`config.mk`:
```
export PLATFORM = sky130hd
export DESIGN_NAME = conv_stream_framer
export DESIGN_NICKNAME = d
export VERILOG_FILES = /design/src/rtl/conv_framer_pkg.sv /design/src/rtl/conv_tag_fifo.sv /design/src/rtl/conv_stream_framer.sv
export SDC_FILE = /design/constraint.sdc
export NUM_CORES = 1
export LEC_CHECK = 0
export CAP_MARGIN = 20
export CORE_ASPECT_RATIO = 1.4
export CORE_MARGIN = 2
export CORE_UTILIZATION = 32
export CTS_CLUSTER_SIZE = 10
export DETAILED_ROUTE_END_ITERATION = 12
export GPL_ROUTABILITY_DRIVEN = 0
export PLACE_DENSITY_LB_ADDON = 0.05
export SLEW_MARGIN = 5
export SYNTH_ARGS = -nofsm -noshare
export SYNTH_HDL_FRONTEND = slang
export SYNTH_SLANG_ARGS = --single-unit
```
`constraint.sdc`:
```
create_clock -name clk -period 9 [get_ports clk]
set_input_delay 0.9 -clock clk [delete_from_list [all_inputs] [get_ports clk]]
set_output_delay 0.9 -clock clk [all_outputs]
set_load 0.03 [all_outputs]
```
`src/rtl/conv_framer_pkg.sv`:
```
// Shared types and constants for the convolution stream framer.
// Tag bits sit directly above the pixel field: {sof, eol, eof, pixel}.
package conv_framer_pkg;

    typedef enum logic {
        IDLE   = 1'b0,
        ACTIVE = 1'b1
    } framer_state_t;

    localparam int SOF_BIT = 2;
    localparam int EOL_BIT = 1;
    localparam int EOF_BIT = 0;

    function automatic int tag_word_width(input int pixel_width);
        return pixel_width + 3;
    endfunction

endpackage

```
`src/rtl/conv_tag_fifo.sv`:
```
// Synchronous first-word-fall-through FIFO for tagged pixels.
// Pointers carry an extra wrap bit so occupancy spans 0..DEPTH.
module conv_tag_fifo #(
    parameter int WIDTH = 11,
    parameter int DEPTH = 16
) (
    input  logic             clk,
    input  logic             rst,
    input  logic             push,
    input  logic             pop,
    input  logic [WIDTH-1:0] din,
    output logic [WIDTH-1:0] dout,
    output logic             full,
    output logic             empty
);

    localparam int AW = $clog2(DEPTH);

    logic [WIDTH-1:0] mem [DEPTH];
    logic [AW:0]      wptr;
    logic [AW:0]      rptr;
    logic             do_push;
    logic             do_pop;

    assign empty   = (wptr == rptr);
    assign full    = (wptr[AW] != rptr[AW]) && (wptr[AW-1:0] == rptr[AW-1:0]);
    assign do_pop  = pop && !empty;
    // When full, the slot being written is the head being popped this cycle.
    assign do_push = push && (!full || do_pop);
    assign dout    = empty ? '0 : mem[rptr[AW-1:0]];

    always_ff @(posedge clk) begin
        if (rst) begin
            wptr <= '0;
            rptr <= '0;
        end else begin
            if (do_push) wptr <= wptr + 1'b1;
            if (do_pop)  rptr <= rptr + 1'b1;
        end
    end

    always_ff @(posedge clk) begin
        if (do_push) mem[wptr[AW-1:0]] <= din;
    end

endmodule

```
`src/rtl/conv_stream_framer.sv`:
```
// Tags the bare convolution pixel stream with SOF/EOL/EOF and buffers it onto ready/valid.
// Optional CONV_FRAMER_STATS_EN adds drop_count and frame_count outputs.
//   state  | meaning
//   IDLE   | waiting for first pixel of a frame; next pixel is SOF, sizes latched
//   ACTIVE | inside a frame; counters track the pixel position
module conv_stream_framer
    import conv_framer_pkg::*;
#(
    parameter int PIXEL_WIDTH   = 8,
    parameter int BUFFER_LENGTH = 2000,
    parameter int FIFO_DEPTH    = 16
) (
    input  logic                             clk,
    input  logic                             rst,
    input  logic [PIXEL_WIDTH-1:0]           in_pixel,
    input  logic                             in_valid,
    input  logic [$clog2(BUFFER_LENGTH)-1:0] frame_column_size,
    input  logic [$clog2(BUFFER_LENGTH)-1:0] frame_row_size,
    output logic [PIXEL_WIDTH-1:0]           out_pixel,
    output logic                             out_sof,
    output logic                             out_eol,
    output logic                             out_eof,
    output logic                             out_valid,
    input  logic                             out_ready,
    output logic                             overflow,
    output logic                             frame_done
`ifdef CONV_FRAMER_STATS_EN
    ,
    output logic [15:0]                      drop_count,
    output logic [15:0]                      frame_count
`endif
);

    localparam int SW = $clog2(BUFFER_LENGTH);
    localparam int WW = tag_word_width(PIXEL_WIDTH);
    localparam logic [SW-1:0] ONE = SW'(1);

    framer_state_t state, state_next;
    logic [SW-1:0] cols_q, rows_q, col_q, row_q;
    logic [SW-1:0] cur_cols, cur_rows;
    logic          tag_sof, tag_eol, tag_eof;
    logic [WW-1:0] word_in, word_out;
    logic          full, empty, pop, push, drop;

    always_comb begin
        cur_cols   = cols_q;
        cur_rows   = rows_q;
        state_next = state;
        if (state == IDLE) begin
            cur_cols = (frame_column_size == '0) ? ONE : frame_column_size;
            cur_rows = (frame_row_size == '0) ? ONE : frame_row_size;
        end
        tag_sof = (state == IDLE);
        tag_eol = (col_q == cur_cols - ONE);
        tag_eof = tag_eol && (row_q == cur_rows - ONE);
        if (in_valid) state_next = tag_eof ? IDLE : ACTIVE;
    end

    always_ff @(posedge clk) begin
        if (rst) begin
            state  <= IDLE;
            cols_q <= '0;
            rows_q <= '0;
            col_q  <= '0;
            row_q  <= '0;
        end else begin
            state <= state_next;
            // Counters advance on drops too so later pixels keep their geometry.
            if (in_valid) begin
                if (state == IDLE) begin
                    cols_q <= cur_cols;
                    rows_q <= cur_rows;
                end
                if (tag_eof) begin
                    col_q <= '0;
                    row_q <= '0;
                end else if (tag_eol) begin
                    col_q <= '0;
                    row_q <= row_q + ONE;
                end else begin
                    col_q <= col_q + ONE;
                end
            end
        end
    end

    assign pop     = !empty && out_ready;
    assign push    = in_valid && (!full || pop);
    assign drop    = in_valid && full && !pop;
    assign word_in = {tag_sof, tag_eol, tag_eof, in_pixel};

    conv_tag_fifo #(
        .WIDTH (WW),
        .DEPTH (FIFO_DEPTH)
    ) u_fifo (
        .clk   (clk),
        .rst   (rst),
        .push  (push),
        .pop   (pop),
        .din   (word_in),
        .dout  (word_out),
        .full  (full),
        .empty (empty)
    );

    assign out_valid = !empty;
    assign out_pixel = word_out[PIXEL_WIDTH-1:0];
    assign out_sof   = word_out[PIXEL_WIDTH+SOF_BIT];
    assign out_eol   = word_out[PIXEL_WIDTH+EOL_BIT];
    assign out_eof   = word_out[PIXEL_WIDTH+EOF_BIT];

    always_ff @(posedge clk) begin
        if (rst) begin
            overflow   <= 1'b0;
            frame_done <= 1'b0;
        end else begin
            if (drop) overflow <= 1'b1;
            frame_done <= pop && out_eof;
        end
    end

`ifdef CONV_FRAMER_STATS_EN
    always_ff @(posedge clk) begin
        if (rst) begin
            drop_count  <= '0;
            frame_count <= '0;
        end else begin
            if (drop && (drop_count != 16'hFFFF)) drop_count <= drop_count + 16'd1;
            if (frame_done) frame_count <= frame_count + 16'd1;
        end
    end
`endif

endmodule

```
==> run metrics, run 1 <==
max-slew violations 0; Core ar. 0.0322 mm²; number of DRC markers in iteration 0 231; placed cell areas 0.0114 mm²; Async SR Flop Fraction 0; # setup viols final 0; Die Area 0.0340 mm²; power per cell area 216 mW/mm²; Netlist cell types 63; top-count cell post-synth edfxtp_1; Layout Area Growth over Synthesis 16.9%; post-synthesis sequential area ratio 0.625; drt pass-1 iters 5; final wirelength 25600 µm; Ports 48; Most common cell on crit path and2_1; Reg area 0.00651 mm²; fraction of layout cells with a size suffix above 1 0.153; via count 6122; cts bufs inserted 28; crit path DAT 5.00 ns; biggest cell delay along the critical path 0.64 ns; Ys Warns 0; syn_nets 781; Tightest Hold Check Type reg2reg; GRT overflow 0; Die H 217 µm; Yosys reg bits 237; gr usage total 0.154; worst-case clock buffer depth 3; post-CTS setup buffers 0; clk slew on worst S/H paths 0.05 ns; Util after Layout 0.378; top post-synthesis cells by area edfxtp_1 51%, dfxtp_1 12%, mux4_2 9.7%; element type at the critical path start input pin; WL per Instance 21.1 µm; post-CTS resize count 0; syn avg cell area 14.1 µm²; CP required 9.26 ns; Setup CP Type in2reg; Num Clock Sinks 237; Post-synth EDFFs 176; Max-cap violations 0; worst vdd ir 0.124 mV; Worst Path Max Fanout 19; vias per inst 5.05; first-pass GRT wire length 38800 µm; worst slew pin tran 1.11 ns; period utilization 0.526; CTS root buf clkbuf_16; Final HPWL DP 16400 µm; PortBufs 47; cells after synthesis 738; critical path's slowest cell nor4_4; num rows 78; ANT cells 0; die outline width 156 µm; multi-input combinational cell area 0.00375 mm²; final antenna-violating net count 0; Slew HR 0.260; fin area 0.0122 mm²; RSZ-0062 raised after global routing false; Pleak 3.90 nW; remaining routing DRC violations 0; Initial Utilization 0.323; number of global-route vias before repair 6482; CTS tree done; Max Clock Skew 0.0128 ns; setup_tns 0 ns; Synth top area share 0.508; cell taking the most area after synthesis edfxtp_1; Post-synth top flop edfxtp_1; Hold Violations, Final 0; outcome finished clean; CP Capture Type flip-flop; Post-synth top cells 176 x edfxtp_1, 61 x dfxtp_1, 60 x nand2_1; Tot Pwr 2.63 mW; Final Net Count 833; Hold-fix buffers, CTS 0; mapped cell area 0.0104 mm²; largest net degree at the start of global routing 52; crit path cell chain clkdlybuf4s50_1 > or4_4 > nor4_2 > o31ai_2 > ha_1 > and2_1 > a311oi_1 > a31oi_2 > nor4_4 > nand2_4 > inv_1 > and2_1; fmax 0.211 GHz; Worst-Skew Late Latency 0.54 ns; H-Tree Depth 1; fillers 3103; fin crit period 4.73 ns; antenna violations before repair 1
sequential cells by signal (all words and copies together), names as in the netlist, named ones only:
signal,count
overflow,1
col_q,11
u_fifo.mem,176
u_fifo.wptr,5
rows_q,11
u_fifo.rptr,5
cols_q,11
frame_done,1
row_q,11
state,1
layer usage:
| layer | global-route usage | vias up | wire, µm |
|---|---|---|---|
| met2 | 0.297 | 108 | 14100 |
| met4 | 0.0514 | 0 | 678 |
| met5 | 0 | - | 0 |
| met3 | 0.0236 | 41 | 920 |
| li1 | - | 2908 | - |
| met1 | 0.169 | 3065 | 9920 |
path summary, 6_finish.rpt:
check                           slack, ns  cells past startpoint                 start                to
worst max-delay path                 4.27                     12  frame_column_size[3]  u_fifo.mem[5][8]
worst min-delay path                 0.45                      2            cols_q[10]        cols_q[10]
worst max register to register       4.75                      8                 state  u_fifo.mem[5][8]
worst min register to register       0.45                      2            cols_q[10]        cols_q[10]
cells in the final DEF, fill, tap and decap left out, types with 9 or more instances in the layout:
master	count
a211oi_1	20
a21oi_1	32
buf_4	12
clkbuf_1	19
clkbuf_16	29
clkdlybuf4s50_1	47
dfxtp_1	57
edfxtp_1	176
ha_1	9
mux2i_1	34
mux4_2	45
nand2_1	60
nand3_1	12
nand4_1	10
nor2_1	47
nor2_2	11
nor2b_1	14
nor3_1	18
xnor2_1	25
xor2_1	32
critical path, delay by kind of cell:
kind,cells,cell delay [ns]
AO/OA/AOI/OAI,3,0.51
adder cells (fa/ha/maj),1,0.30
AND/OR/NAND/NOR,6,2.38
buffers and inverters,2,0.89
cell type report:
type                            count  area share
Timing Repair Buffer               59      0.0460
Clock inverter                      4     0.00144
Tap cell                          400      0.0411
Sequential cell                   237       0.535
Multi-Input combinational cell    455       0.308
Inverter                            9     0.00277
Clock buffer                       48      0.0655
per-stage QoR:
| step | setup WS [ns] | hold WS, ns | instances |
|---|---|---|---|
| after detailed placement | 3.70 | 0.450 | 1160 |
| after global routing | 4.04 | 0.477 | 1212 |
| after global placement | 3.95 | 0.445 | 1160 |
| final | 4.27 | 0.454 | 1212 |
| after floorplan | 4.95 | 0.436 | 738 |
| after CTS | 4.30 | 0.457 | 1212 |
where the power goes:
| part | switching, mW | internal (mW) | total [mW] |
|---|---|---|---|
| clock network | 0.422 | 0.595 | 1.02 |
| logic | 0.223 | 0.178 | 0.401 |
| registers | 0.0214 | 1.19 | 1.22 |
| total | 0.666 | 1.97 | 2.63 |
logic make-up (layout without fill, tap and decap cells):
logic type      count (synthesis)  after routing  synth area share
mux                            79             79             0.130
xor+xnor                       57             57            0.0479
compound gates                 85             85            0.0563
simple gates                  225            225             0.111
buf+inv                        46            120            0.0196
fa+ha+maj                       9              9            0.0108
flops                         237            237             0.625
Note: power is estimated with default switching activity, not from simulation.
==> run 2: changes to the inputs <==
- clock period: 9 -> 4.8 ns (I/O delays scaled with it)
==> run 2 against run 1 <==
  * Clock skew grew 0.0032 ns
  * Wire length grew 2.0%
  * Setup slack lost 3.2 ns
  * Register-to-register slack lost 3.2 ns
  * Critical path depth shrank 6
  * Utilization grew 0.38 points
  * Total power grew 88%
  * Highest routed layer unchanged
==> run metrics, run 2 (synthesized netlist as in run 1, its figures left out) <==
via count 6258 (+2.2%); crit path DAT 3.29 ns (-1.71 ns); FF-to-FF Start state; Reg area 0.00651 mm² (unchanged); Layout Area Growth over Synthesis 18.1%; post-CTS setup buffers 0 (unchanged); max-slew violations 0 (unchanged); first-pass GRT wire length 40400 µm (+4.2%); num rows 78 (unchanged); combinational power share 0.147 (-0.005); top cell family by delay on the critical path buffers and inverters; WL per Instance 21.2 µm (+0.57%); CTS root buf clkbuf_16; Sw Pwr 1.26 mW (+89%); Ports 48 (unchanged); element type at the critical path start flip-flop; fraction of layout cells with a size suffix above 1 0.159 (+0.00652); outcome finished clean; setup slack, reg-to-reg 1.59 ns (-3.16 ns); placed cell areas 0.0115 mm² (+1.1%); r2r worst-path depth 11 (+3); Slew HR 0.309 (+0.0482); CP Capture Type output pin; leading cell type in the layout, fill and taps excluded edfxtp_1; multi-input combinational cell area 0.00373 mm² (-0.53%); power per cell area 403 mW/mm² (+86%); worst vdd ir 0.248 mV (+99%); ANT cells 0 (unchanged); Pleak 3.99 nW (+2.3%); switching share of power 0.254 (+0.000728); vias per inst 5.09 (+0.81%); critical path's slowest cell dfxtp_4; fin crit period 3.77 ns; Num Clock Sinks 237 (unchanged); final antenna-violating net count 0 (unchanged); worst-case clock buffer depth 3 (unchanged); worst slew pin tran 1.03 ns (-0.0750 ns); Final HPWL DP 17600 µm (+7.5%); Initial Utilization 0.323 (unchanged); internal cell power 3.70 mW (+88%); remaining routing DRC violations 0 (unchanged); Tightest Hold Check Type reg2reg; number of DRC markers in iteration 0 225 (-2.6%); PortBufs 47 (unchanged); crit path cell chain buf_12 > mux4_2 > nor2b_1 > a211oi_1 > a211oi_1 > clkdlybuf4s50_1; fillers 3071 (-1.0%); Bufs and invs on worst path 2 (unchanged); number of global-route vias before repair 6765 (+4.4%); post-CTS resize count 0 (unchanged); CTS tree done; commonest non-fill, non-tap cells in the layout 176 x edfxtp_1, 60 x nand2_1, 57 x dfxtp_1, 55 x nor2_1, 47 x clkdlybuf4s50_1; GRT overflow 0 (unchanged); Hold Violations, Final 0 (unchanged); CP Depth 6 (-6); gr usage total 0.158 (+0.00475); final wirelength 26100 µm (+2.0%); setup_tns 0 ns (unchanged); Hold-fix buffers, CTS 0 (unchanged); H-Tree Depth 1 (unchanged); Max Clock Skew 0.0160 ns (+0.00320 ns); Flop pwr share 0.468 (+0.006); Setup CP Type reg2out; Worst Path Max Fanout 27 (+8); cts bufs inserted 28 (unchanged); reg-to-reg critical path endpoint row_q[9]; max FFs per register 176 (unchanged); Core ar. 0.0322 mm² (unchanged); biggest cell delay along the critical path 0.76 ns (+0.12 ns); drt pass-1 iters 4 (-1); Worst Setup EP out_pixel[2]; fmax 0.265 GHz; Max-cap violations 0 (unchanged); die outline width 156 µm (unchanged); Final Net Count 850 (+2.0%); Worst-Skew Late Latency 0.54 ns (about the same); clk slew on worst S/H paths 0.05 ns (about the same); Most common cell on crit path a211oi_1; Die H 217 µm (unchanged); # setup viols final 0 (unchanged); antenna violations before repair 0 (-1); CP required 4.32 ns (-4.94 ns); largest net degree at the start of global routing 35 (-33%); Die Area 0.0340 mm² (unchanged); RSZ-0062 raised after global routing false; period utilization 0.785; fin area 0.0123 mm² (+1.0%); clock power share 0.386 (about the same)
[run 2: changes by cell type in the layout (fill, tap and decap cells not counted)]
| cell | previous run | this run |
|---|---|---|
| buf_12 | 0 | 1 |
| nor2_2 | 11 | 3 |
| clkinv_2 | 2 | 0 |
| clkbuf_1 | 19 | 20 |
| clkinvlp_4 | 0 | 1 |
| nor2_1 | 47 | 55 |
| buf_4 | 12 | 28 |
[run 2: layout make-up]
type                            count  area share
Sequential cell                   237       0.530
Multi-Input combinational cell    455       0.304
Clock buffer                       49      0.0651
Timing Repair Buffer               76      0.0570
Tap cell                          400      0.0407
Inverter                            9     0.00275
Clock inverter                      3     0.00122
[run 2: worst min path at each step]
stage,startpoint,end,slack (ns),cells past startpoint
floorplan,cols_q[10],cols_q[10],0.44,2
global placement,rows_q[10],rows_q[10],0.44,2
detailed placement,cols_q[10],cols_q[10],0.45,2
CTS,rows_q[10],rows_q[10],0.46,2
global route,cols_q[10],cols_q[10],0.48,2
finish,rows_q[10],rows_q[10],0.46,2
[run 2: power groups by stage]
stage               clock network [mW]  logic (mW)  registers (mW)
detailed placement                   0       0.749            2.37
floorplan                            0       0.523            2.30
global route                      2.06       0.791            2.33
CTS                               1.97       0.750            2.32
finish                            1.91       0.727            2.32
global placement                     0       0.745            2.36
[run 2: worst min-delay path, delay by kind of cell, from the launching register on]
family,cells,cell delay [ns]
flops,1,0.31
compound gates,1,0.05
simple gates,1,0.05
[run 2: routing by layer]
| layer | vias up | routed length, µm | global-route usage | part of all wire |
|---|---|---|---|---|
| met5 | - | 0 | 0 | 0 |
| met4 | 0 | 514 | 0.0431 | 0.020 |
| met3 | 36 | 883 | 0.0207 | 0.034 |
| met2 | 118 | 14500 | 0.308 | 0.55 |
| met1 | 3161 | 10200 | 0.178 | 0.39 |
| li1 | 2943 | - | - | - |
[run 2: metrics by stage]
step | hold slack (ns) | setup WS, ns | util | std cells | power [mW]
2_1_floorplan | 0.436 | 1.17 | - | 738 | 2.82
3_3_place_gp | 0.445 | 0.646 | 0.357 | 1177 | 3.11
3_5_place_dp | 0.454 | 0.454 | 0.357 | 1177 | 3.12
4_1_cts | 0.462 | 0.899 | 0.382 | 1229 | 5.05
5_1_grt | 0.484 | 0.720 | 0.382 | 1229 | 5.18
6_report | 0.459 | 1.03 | 0.382 | 1229 | 4.96
